==> src/rtl/cpu_pkg.sv <==
// Shared types for the program fetch path: widths, fetch FSM states and
// the buffered instruction record handed to the jump decoder and sorter.
package cpu_pkg;

    localparam int ADDR_W = 8;
    localparam int DATA_W = 8;

    typedef enum logic [1:0] {
        OP    = 2'd0,
        ARG   = 2'd1,
        DRAIN = 2'd2
    } fetch_state_t;

    typedef struct packed {
        logic [DATA_W-1:0] instr;
        logic [DATA_W-1:0] addr;
        logic [ADDR_W-1:0] pc;
    } fetch_entry_t;

endpackage

==> src/rtl/fetch_fifo.sv <==
// Small synchronous FIFO for decoded instruction pairs; flush empties it
// and wins over any same-cycle push or pop.
module fetch_fifo #(
    parameter int FIFO_DEPTH = 2,
    parameter int WIDTH      = 24
) (
    input  logic             clk,
    input  logic             rst,
    input  logic             push,
    input  logic             pop,
    input  logic             flush,
    input  logic [WIDTH-1:0] wdata,
    output logic [WIDTH-1:0] head,
    output logic             full,
    output logic             empty
);

    localparam int PW = $clog2(FIFO_DEPTH);
    localparam int CW = PW + 1;

    logic [WIDTH-1:0] mem [FIFO_DEPTH];
    logic [PW-1:0]    wr_ptr;
    logic [PW-1:0]    rd_ptr;
    logic [CW-1:0]    count;
    logic             do_push;
    logic             do_pop;

    assign full    = (count == CW'(FIFO_DEPTH));
    assign empty   = (count == '0);
    assign do_pop  = pop && !empty;
    // A full FIFO still accepts a push when the head leaves in the same cycle.
    assign do_push = push && (!full || do_pop);

    always_ff @(posedge clk or posedge rst) begin
        if (rst) begin
            wr_ptr <= '0;
            rd_ptr <= '0;
            count  <= '0;
        end else if (flush) begin
            wr_ptr <= '0;
            rd_ptr <= '0;
            count  <= '0;
        end else begin
            if (do_push) wr_ptr <= wr_ptr + PW'(1);
            if (do_pop)  rd_ptr <= rd_ptr + PW'(1);
            count <= count + CW'(do_push) - CW'(do_pop);
        end
    end

    always_ff @(posedge clk or posedge rst) begin
        if (rst) begin
            for (int i = 0; i < FIFO_DEPTH; i++) mem[i] <= '0;
        end else if (do_push && !flush) begin
            mem[wr_ptr] <= wdata;
        end
    end

    assign head = mem[rd_ptr];

endmodule

==> src/rtl/instr_fetch.sv <==
// Fetch unit: walks the program two bytes at a time over a req/ack port
// and buffers {opcode, address, pc} entries for the downstream consumer.
module instr_fetch #(
    parameter int ADDR_W     = cpu_pkg::ADDR_W,
    parameter int DATA_W     = cpu_pkg::DATA_W,
    parameter int FIFO_DEPTH = 2
) (
    input  logic              clk,
    input  logic              rst,
    output logic              mem_req,
    output logic [ADDR_W-1:0] mem_addr,
    input  logic              mem_ack,
    input  logic [DATA_W-1:0] mem_rdata,
    input  logic              redirect_valid,
    input  logic [ADDR_W-1:0] redirect_addr,
    output logic              instr_valid,
    input  logic              instr_ready,
    output logic [DATA_W-1:0] instr_set,
    output logic [DATA_W-1:0] addr_set,
    output logic [ADDR_W-1:0] instr_pc
);

    import cpu_pkg::fetch_state_t;
    import cpu_pkg::OP;
    import cpu_pkg::ARG;
    import cpu_pkg::DRAIN;

    localparam int EW = 2 * DATA_W + ADDR_W;

    fetch_state_t      state;
    logic [ADDR_W-1:0] ptr;
    logic [ADDR_W-1:0] op_pc;
    logic [ADDR_W-1:0] hold_addr;
    logic [DATA_W-1:0] op_byte;
    logic              full;
    logic              empty;
    logic              done;
    logic              push;
    logic [EW-1:0]     wdata;
    logic [EW-1:0]     head;

    always_comb begin
        mem_req  = 1'b0;
        mem_addr = ptr;
        unique case (state)
            OP:      mem_req = !full;
            ARG: begin
                mem_req  = 1'b1;
                mem_addr = ptr + ADDR_W'(1);
            end
            DRAIN: begin
                mem_req  = 1'b1;
                mem_addr = hold_addr;
            end
            default: mem_req = 1'b0;
        endcase
        // An asserted reset abandons any outstanding read at once.
        if (rst) mem_req = 1'b0;
    end

    assign done  = mem_req && mem_ack;
    assign push  = (state == ARG) && done;
    assign wdata = {op_byte, mem_rdata, op_pc};

    always_ff @(posedge clk or posedge rst) begin
        if (rst) begin
            state     <= OP;
            ptr       <= '0;
            op_byte   <= '0;
            op_pc     <= '0;
            hold_addr <= '0;
        end else if (redirect_valid) begin
            // An unanswered read must still be completed, then thrown away.
            ptr       <= redirect_addr;
            hold_addr <= mem_addr;
            state     <= (mem_req && !mem_ack) ? DRAIN : OP;
        end else begin
            unique case (state)
                OP: begin
                    if (done) begin
                        op_byte <= mem_rdata;
                        op_pc   <= ptr;
                        state   <= ARG;
                    end
                end
                ARG: begin
                    if (done) begin
                        ptr   <= ptr + ADDR_W'(2);
                        state <= OP;
                    end
                end
                DRAIN: begin
                    if (done) state <= OP;
                end
                default: state <= OP;
            endcase
        end
    end

    fetch_fifo #(
        .FIFO_DEPTH (FIFO_DEPTH),
        .WIDTH      (EW)
    ) u_fifo (
        .clk   (clk),
        .rst   (rst),
        .push  (push),
        .pop   (instr_ready),
        .flush (redirect_valid),
        .wdata (wdata),
        .head  (head),
        .full  (full),
        .empty (empty)
    );

    assign instr_valid = !empty;
    assign {instr_set, addr_set, instr_pc} = head;

endmodule

==> config.mk <==
export PLATFORM = sky130hd
export DESIGN_NAME = instr_fetch
export DESIGN_NICKNAME = d
export VERILOG_FILES = /design/src/rtl/cpu_pkg.sv /design/src/rtl/fetch_fifo.sv /design/src/rtl/instr_fetch.sv
export SDC_FILE = /design/constraint.sdc
export NUM_CORES = 1
export LEC_CHECK = 0
export ABC_AREA = 1
export CAP_MARGIN = 5
export CORE_MARGIN = 1
export CORE_UTILIZATION = 50
export CTS_CLUSTER_DIAMETER = 200
export DETAILED_ROUTE_END_ITERATION = 16
export MAX_ROUTING_LAYER = met4
export PLACE_DENSITY = 0.76
export REMOVE_ABC_BUFFERS = 1
export SKIP_LAST_GASP = 1
export SYNTH_ARGS = -nofsm -noshare
export SYNTH_HDL_FRONTEND = slang
export SYNTH_SLANG_ARGS = --single-unit
==> constraint.sdc <==
create_clock -name clk -period 2.8 [get_ports clk]
set_input_delay 0.7 -clock clk [delete_from_list [all_inputs] [get_ports clk]]
set_output_delay 0.7 -clock clk [all_outputs]
set_load 0.1 [all_outputs]
### Word-level counts from Yosys, hierarchy flattened

Cells that the tools add are included.

| storage, ports and cells | value |
|---|---|
| memory bits (writable) | 0 |
| memories | 0 |
| flip-flop bits (word level) | 86 |
| output and inout port bits | 34 |
| memory bits (read-only) | 0 |
| latch bits | 0 |
| word-level logic and storage cells | 71 |

| cells by class | value |
|---|---|
| div/mod/pow operators | 0 |
| $lt $le $gt $ge | 3 |
| eq/ne operators | 5 |
| reduce and logical (&&, ||, !) cells | 22 |
| bitwise logic cells | 3 |
| $add $sub $neg | 6 |
| shift operators | 0 |
| $mul | 0 |
| muxes and demuxes | 22 |

Operator list:

| operator | count |
|---|---|
| 24-bit 2-to-1 mux | 4 |
| 48-bit bitwise mux | 1 |
| 24-bit demux with 1-bit select | 1 |
| 8-bit 2-to-1 mux | 3 |
| 8-bit one-hot mux with 2 select lines | 1 |
| 2-bit 2-to-1 mux | 5 |
| 8-bit by 1-bit adder with 8-bit output, second input constant | 1 |
| 8-bit by 2-bit adder with 8-bit output, second input constant | 1 |
| 2-bit nonzero test | 4 |
| 1-bit logical AND | 7 |
| 1-bit 2-to-1 mux | 5 |
| 2-bit == test, second input constant | 2 |
| 2-bit >= comparator, second input constant | 2 |
| 1-bit logical NOT | 4 |
| 2-bit logical NOT | 2 |
| 1-bit inverter with 2-bit output | 2 |
| 2-bit one-hot mux with 2 select lines | 1 |
| 2-bit AND reduction | 2 |
| 3-bit by 1-bit != test with 1-bit output, second input constant | 1 |
| 3-bit != test, second input constant | 1 |
| 3-bit AND reduction | 1 |
| 1-bit adder, second input constant | 2 |
| 2-bit by 1-bit adder with 2-bit output | 1 |
| 2-bit by 1-bit == test with 1-bit output, second input constant | 1 |
| 6 further kinds | 6 |

### Depth between registers and ports, before layout

Gate-level depths: netlist of the first run.

| depth | value |
|---|---|
| depth after elaboration | 10 |
| depth in mapped cells | 12 |
| mapped depth without buffers | 10 |

### Cells and area by module

From an unflattened synthesis of the first run, not the netlist that was laid out.

| unflattened totals | value |
|---|---|
| cells, all modules | 578 |
| area, all modules | 4536.9 um^2 |

By module, submodules not included:

| module | area an instance (um^2) | cells an instance | times used |
|---|---|---|---|
| fetch_fifo | 2576.2 | 326 | 1 |
| instr_fetch | 1960.6 | 252 | 1 |

### Worst setup path before layout of the first run

Ideal clock, no wire load.

| path | value |
|---|---|
| path kind | register to output |
| start | register state[0] |
| end | output port mem_addr[7] |
| slack | -1.204 ns |
| cell stages (with the launch flop) | 8 |
| arrival time | 3.304 ns |
| path buffers | 2 |
| path through | dfrtp_1 -> inv_1 -> ha_1 -> buf_6 -> inv_4 -> buf_6 -> a21oi_1 -> a21boi_0 |

| on the way | value |
|---|---|
| word-level cells in the longest chain between the ends | 2 |
| elaborated cells on any way between the ends | 3 |

Ends and longest elaborated chain:

| item | line | source |
|---|---|---|
| from (decl) | instr_fetch.sv:30 | `fetch_state_t state;` |
| from (signal assigned) | instr_fetch.sv:76 | `state <= (mem_req && !mem_ack) ? DRAIN : OP;` |
| 2-bit == test / 2-bit by 1-bit == test with 1-bit output (equally long branches) | instr_fetch.sv:45 | `unique case (state)` |
| 8-bit one-hot mux with 2 select lines (*) | instr_fetch.sv:45 |  |
| to (decl) | instr_fetch.sv:11 | `output logic [ADDR_W-1:0] mem_addr,` |

Mark *: on every way between the ends. The rest lies on a longest branch, timed or not.

### Worst setup path in the final report of the first run

| path | value |
|---|---|
| start | register state[0] |
| end | output port mem_addr[5] |

Same word-level chain as after synthesis.

==> impl_metrics.toml, run 1 <==
[synth]
synthArstFlopShare_pct = 100.0
ys_seq_elements = 86
syn_inst = 508
ys_types = 36
syn_area_sq_um = 4409
ys_warn_count = 0
synth_largest_area_cell = "dfrtp_1"
yosysMostFrequentCell = "nand2_1"
synth_area_leaders = "dfrtp_1, nand2_1, nand3_1"
synth_top_area_share_pct = 48.81
synth_edf_count = 0
synthFlopType = "dfrtp_1"
avgSynthCellArea_sq_um = 8.680
synth_commonest_cells = "nand2_1, dfrtp_1, nand3_1, inv_1, mux2_2"
synth-seq-area-share_pct = 48.81

[worst_setup_path]
cp-start-kind = "register"
worstPathArrival_ps = 1980
crit_fanout = 10
end_kind = "output port"
cp_slowest_cell = "dfrtp_1"
path_cells = "inv_1 > ha_4 > inv_4 > a21oi_1 > or2_2 > nand2_1 > buf_12"
worstSetupPathType = "reg -> out"
critPathMaxStageDelay_ps = 420
required_ps = 2100

[grt]
use_met2_pct = 38.81
grt_max_degree = 87
antenna_found_initial = 0
grt-ovfl-total = 0
grt_usage_pct = 23.46
busiest_layer = "met2"
use_met3_pct = 5.766
grtUsageMet1_pct = 28.85
grt_pass1_wl_microns = 15970
grt_pass1_vias = 3426

[place]
dpl-instance-area_sq_um = 5304
gp_congestion = 0.8626
hpwlAfterDp_microns = 6150
place.port_buffers = 54
dp_slack_ps = 277.3

[layout]
fin_nets = 584
layout-drive-gt1-share_pct = 19.50
diodes = 0
fillers = 671
utilization_pct = 66.26
areaGrowthSynthToFinish_pct = 25.96
fin_area_sq_um = 5554

[job]
max_cap_violations = 0

[timing]
rsz0062_at_grt = "false"
setup_violations = 0
final_max_slew_viol_count = 0
worstMarginPinSlew_ps = 477.4
report.final.hold_viol_count = 0
slew_headroom_pct = 68.17
fin_crit_sh_pct = 95.72
fin_ws_ps = 119.7
clock_skew_ps = 12.75
post-route-min-period_ps = 2680
max_freq_mhz = 373.1

[clock_network]
clock_path_buffers = 2
clock-sinks = 86
cts_hold_buf = 0
cts_buffers = 9
clkSlewWorstSetupHoldPaths_ps = 80
clk_root_buffer_cell = "clkbuf_8"
htree_num_levels = 3
cts_tree = "built"
clkLatencyLatePin_ps = 360

[route]
finalWirelength_microns = 9417
vias = 3576
viasPerCell = 5.386
ant_nets = 0
drc = 0
first_pass_iters = 5
drt_iter0_drc = 282
wl_per_cell_microns = 14.18

[floorplan]
die_area_sq_um = 9198
core_area_sq_um = 8382
dieHeight_microns = 95.91
initial_core_util_pct = 52.60
rows = 33
die_width_microns = 95.91
io_pins = 55

[pwr]
power_mw = 6.244
net-switching-power_mw = 2.964
p_comb_share_pct = 56.2
clockPowerShare_pct = 15.4
seqPwrFrac_pct = 28.4
peakVddDrop_v = 0.0009307
p_int_mw = 3.281
p_sw_share_pct = 47.46
cellLeakagePower_nw = 2.825
power_density_nw_per_um2 = 1124

[worst_hold_path]
min_path_type = "reg -> reg"

[status]
status = "finished clean"
-- layout by cell type (no fill, tap or decap), types with 2 or more instances in the layout --
cell               n
a21oi_1            9
a22oi_1            3
buf_12            35
buf_4             10
bufinv_16          2
clkbuf_8           9
clkdlybuf4s50_1   20
dfrtp_1           86
ha_1               6
inv_1             26
inv_2              4
inv_6              2
mux2_2            24
nand2_1          190
nand3_1           63
nand3_4            3
nor2_1             8
nor2_4             3
o21ai_0           15
o21ai_1           18
or2_2              2
-- metal layers --
layer,routed length (microns),vias to the layer above
met1,4174,1716
met5,0,-
met3,532,6
met2,4647,120
met4,63,0
li1,-,1734
-- cells by family (layout without fill, tap and decap cells) --
group                      after synthesis  count (layout)  share of synthesized area, %
xor gates and xnor gates                 2               2                        0.3973
buffers and inverters                   61             112                         7.463
adders and majority gates                8               8                         2.270
DFF                                     86              86                         48.81
AOI/OAI and AO/OA                       51              51                         6.555
and+or+nand+nor                        276             276                         28.38
muxes                                   24              24                         6.129
-- metrics by stage --
| stage | instances | setup TNS [ps] | hold slack (ps) |
|---|---|---|---|
| final | 664 | 0 | 470.6 |
| after CTS | 664 | 0 | 476.6 |
| after floorplan | 479 | -14430 | 436.4 |
| after detailed placement | 648 | 0 | 452.6 |
| after global placement | 648 | 0 | 447.9 |
| after global routing | 664 | 0 | 493.4 |
-- layout make-up --
| class | count | area [sq um] | area share [%] |
|---|---|---|---|
| clock inverter | 6 | 93.84 | 1.690 |
| timing repair buffer | 65 | 975.9 | 17.57 |
| multi-input combinational | 361 | 1953 | 35.17 |
| inverter | 32 | 123.9 | 2.230 |
| sequential | 86 | 2152 | 38.75 |
| tap | 105 | 131.4 | 2.365 |
| clock buffer | 9 | 123.9 | 2.230 |
-- worst max-delay path, delay by kind of cell, from the launching register on --
kind / cells / cell delay, ps
AO/OA/AOI/OAI: 1 / 60
AND/OR/NAND/NOR: 2 / 420
flip-flops: 1 / 420
buffers and inverters: 3 / 470
adder cells (fa/ha/maj): 1 / 260
-- sequential cells by signal (all words and copies together) (netlist names) --
| name | count |
|---|---|
| hold_addr | 8 |
| op_byte | 8 |
| op_pc | 8 |
| ptr | 8 |
| state | 2 |
| u_fifo.count | 2 |
| u_fifo.mem | 48 |
| u_fifo.rd_ptr | 1 |
| u_fifo.wr_ptr | 1 |
-- power by group through the flow --
stage / registers (mW) / clock network [mW] / logic (mW)
floorplan: 1.77 / 0 / 2.32
global placement: 1.77 / 0 / 3.44
detailed placement: 1.79 / 0 / 3.48
CTS: 1.77 / 0.984 / 3.51
global route: 1.81 / 1.05 / 3.68
finish: 1.77 / 0.962 / 3.51
-- path summary, 6_finish.rpt --
check / from / slack [ps] / to / depth (start not counted)
setup / recovery: state[0]$_DFFE_PP0P_ / 120 / mem_addr[5] / 7
hold / removal: u_fifo.mem[3]$_DFFE_PP0P_ / 470 / u_fifo.mem[3]$_DFFE_PP0P_ / 2
setup reg to reg: state[0]$_DFFE_PP0P_ / 760 / u_fifo.mem[30]$_DFFE_PP0P_ / 10
hold reg to reg: u_fifo.mem[3]$_DFFE_PP0P_ / 470 / u_fifo.mem[3]$_DFFE_PP0P_ / 2
max in group asynchronous: rst / 1590 / op_pc[7]$_DFFE_PP0P_ / 3
min in group asynchronous: rst / 820 / state[1]$_DFFE_PP0P_ / 3
-- what timing repair did --
action	in CTS	in global routing
setup buffers	1	0
endpoints found under the setup margin	5	6
gates resized for setup	2	4
No activity file was read; power rests on OpenSTA's default activity.
==> run 2: changes to the inputs <==
--- a/config.mk
+++ b/config.mk
@@ -14,7 +14,9 @@
 export MAX_ROUTING_LAYER = met4
 export PLACE_DENSITY = 0.76
 export REMOVE_ABC_BUFFERS = 1
+export SETUP_SLACK_MARGIN = 0.4
 export SKIP_LAST_GASP = 1
+export SLEW_MARGIN = 20
 export SYNTH_ARGS = -nofsm -noshare
 export SYNTH_HDL_FRONTEND = slang
 export SYNTH_SLANG_ARGS = --single-unit
==> run 2 against run 1 <==
  * Total power up 4.1%
  * Largest power group unchanged
  * Clock-buffer cell count unchanged
  * First-iteration DRC count up 0.71%
  * Register-to-register slack worse by 250 ps
  * Fmax up 2.3%
  * Via count up 3.7%
  * Worst setup slack better by 61 ps
  * Clock power about the same
  * Cell area up 5.3%
  * Critical endpoint is now mem_addr[3]
  * Largest cell class unchanged
==> impl_metrics.toml, run 2 (synthesis results as in run 1) <==
[layout]
areaGrowthSynthToFinish_pct = 32.69
layout_commonest_cell = "nand2_1"
regMostFlops = "u_fifo.mem"
final_cell_mix = "nand2_1, dfrtp_1, nand3_1, buf_12, mux2_2"
fin_cells = 683
largest_reg_flops = 48
fin_nets = 603
diodes = 0
utilization_pct = 69.80
layout-drive-gt1-share_pct = 26.30
fillers = 624

[pwr]
cellLeakagePower_nw = 2.945
power_density_nw_per_um2 = 1111
clockPowerShare_pct = 14.8
p_sw_share_pct = 47.19
p_comb_share_pct = 57.9
seqPwrFrac_pct = 27.3
p_int_mw = 3.434
net-switching-power_mw = 3.069
peakVddDrop_v = 0.0009589
power_mw = 6.502

[worst_setup_path]
cp-start-kind = "register"
cp_slowest_cell = "dfrtp_1"
crit_buf_inv = 5
critPathTopFamily = "buffers and inverters"
critPathMaxStageDelay_ps = 430
cpMostUsedCell = "buf_6"
end_kind = "output port"
path_cells = "inv_2 > ha_4 > buf_4 > buf_6 > buf_6 > a31oi_4 > buf_12"
worstSetupPathType = "reg -> out"
rrSetupSlack_ps = 510
crit_fanout = 5
required_ps = 2100
worstPathArrival_ps = 1920

[place]
dp_cells = 648
place.port_buffers = 54
hpwlAfterDp_microns = 6150
gp_congestion = 0.8626

[route]
finalWirelength_microns = 10300
vias = 3707
drc = 0
viasPerCell = 5.428
first_pass_iters = 5
wl_per_cell_microns = 15.07
drt_iter0_drc = 284
ant_nets = 0

[timing]
final_max_slew_viol_count = 0
max_freq_mhz = 381.8
clock_skew_ps = 11.86
slew_headroom_pct = 69.70
fin_crit_sh_pct = 93.55
setup_violations = 0
report.final.hold_viol_count = 0
rsz0062_at_grt = "true"
fin_hold_ws_ps = 472.2
post-route-min-period_ps = 2619
worstMarginPinSlew_ps = 454.5

[clock_network]
clock-sinks = 86
clock_path_buffers = 2
htree_num_levels = 3
clk_root_buffer_cell = "clkbuf_8"
clkLatencyLatePin_ps = 360
cts_buffers = 9
clkSlewWorstSetupHoldPaths_ps = 80
cts_tree = "built"

[floorplan]
core_area_sq_um = 8382
die_width_microns = 95.91
initial_core_util_pct = 52.60
rows = 33
dieHeight_microns = 95.91
die_area_sq_um = 9198
io_pins = 55

[grt]
antenna_found_initial = 0
grt_usage_pct = 24.48
grt_pass1_vias = 3556
grt-ovfl-total = 0
grt_max_degree = 87
grt_pass1_wl_microns = 16650

[worst_hold_path]
min_path_type = "reg -> reg"

[job]
max_cap_violations = 0

[status]
status = "finished clean"
## run 2: worst reg2reg max path: stages (launching register included)
cell	delay, ps
dfrtp_1	430
inv_2	80
ha_4	320
clkinvlp_4	190
buf_6	180
buf_4	140
nand2_8	70
nand3_4	90
nor2_8	140
nand3_4	310
nand2_1	180
nand2_1	60
## run 2: power groups by stage
stage               Clock, mW  Sequential [mW]  Combinational (mW)
floorplan                   0             1.77                2.32
global placement            0             1.77                3.44
detailed placement          0             1.79                3.48
CTS                     0.984             1.77                3.65
global route             1.05             1.81                3.94
finish                  0.960             1.78                3.76
## run 2: cell type report
class	count	area (sq um)	area share (%)
clock buffer	9	123.9	2.117
inverter	32	126.4	2.160
multi-input combinational	361	2072	35.41
tap	105	131.4	2.246
timing repair inverter	1	7.507	0.1283
sequential	86	2155	36.83
clock inverter	6	93.84	1.604
timing repair buffer	83	1141	19.50
## run 2: metal layers
metal	wire (microns)	track usage, %	vias up	part of all wire, %
met2	5129	41.49	133	50
met3	531	4.818	20	5.2
met4	221	7.960	0	2.1
li1	-	-	1774	-
met1	4413	29.41	1780	43
met5	0	-	-	0
## run 2: timing repair
item | CTS | global route
setup buffers | 12 | 7
resized for setup | 29 | 19
pin swaps | 7 | 3
hold buffers | 0 | 0
endpoints found under the setup margin | 32 | 15
cloned | 1 | 0
## run 2: final timing paths
path	end	start	depth (start not counted)
setup / recovery	mem_addr[3]	state[0]$_DFFE_PP0P_	7
hold / removal	u_fifo.mem[28]$_DFFE_PP0P_	u_fifo.mem[28]$_DFFE_PP0P_	2
setup reg to reg	u_fifo.mem[30]$_DFFE_PP0P_	state[0]$_DFFE_PP0P_	11
hold reg to reg	u_fifo.mem[28]$_DFFE_PP0P_	u_fifo.mem[28]$_DFFE_PP0P_	2
max in group asynchronous	ptr[3]$_DFFE_PP0P_	rst	3
min in group asynchronous	state[1]$_DFFE_PP0P_	rst	3
## run 2: stage by stage
stage               worst slack, ps  TNS, ps  instance area, sq um
global route                  102.4        0                  5851
floorplan                     -1162   -14430                  4203
detailed placement            277.3        0                  5304
CTS                           249.7        0                  5715
global placement              294.0        0                  5304
finish                        180.7        0                  5851
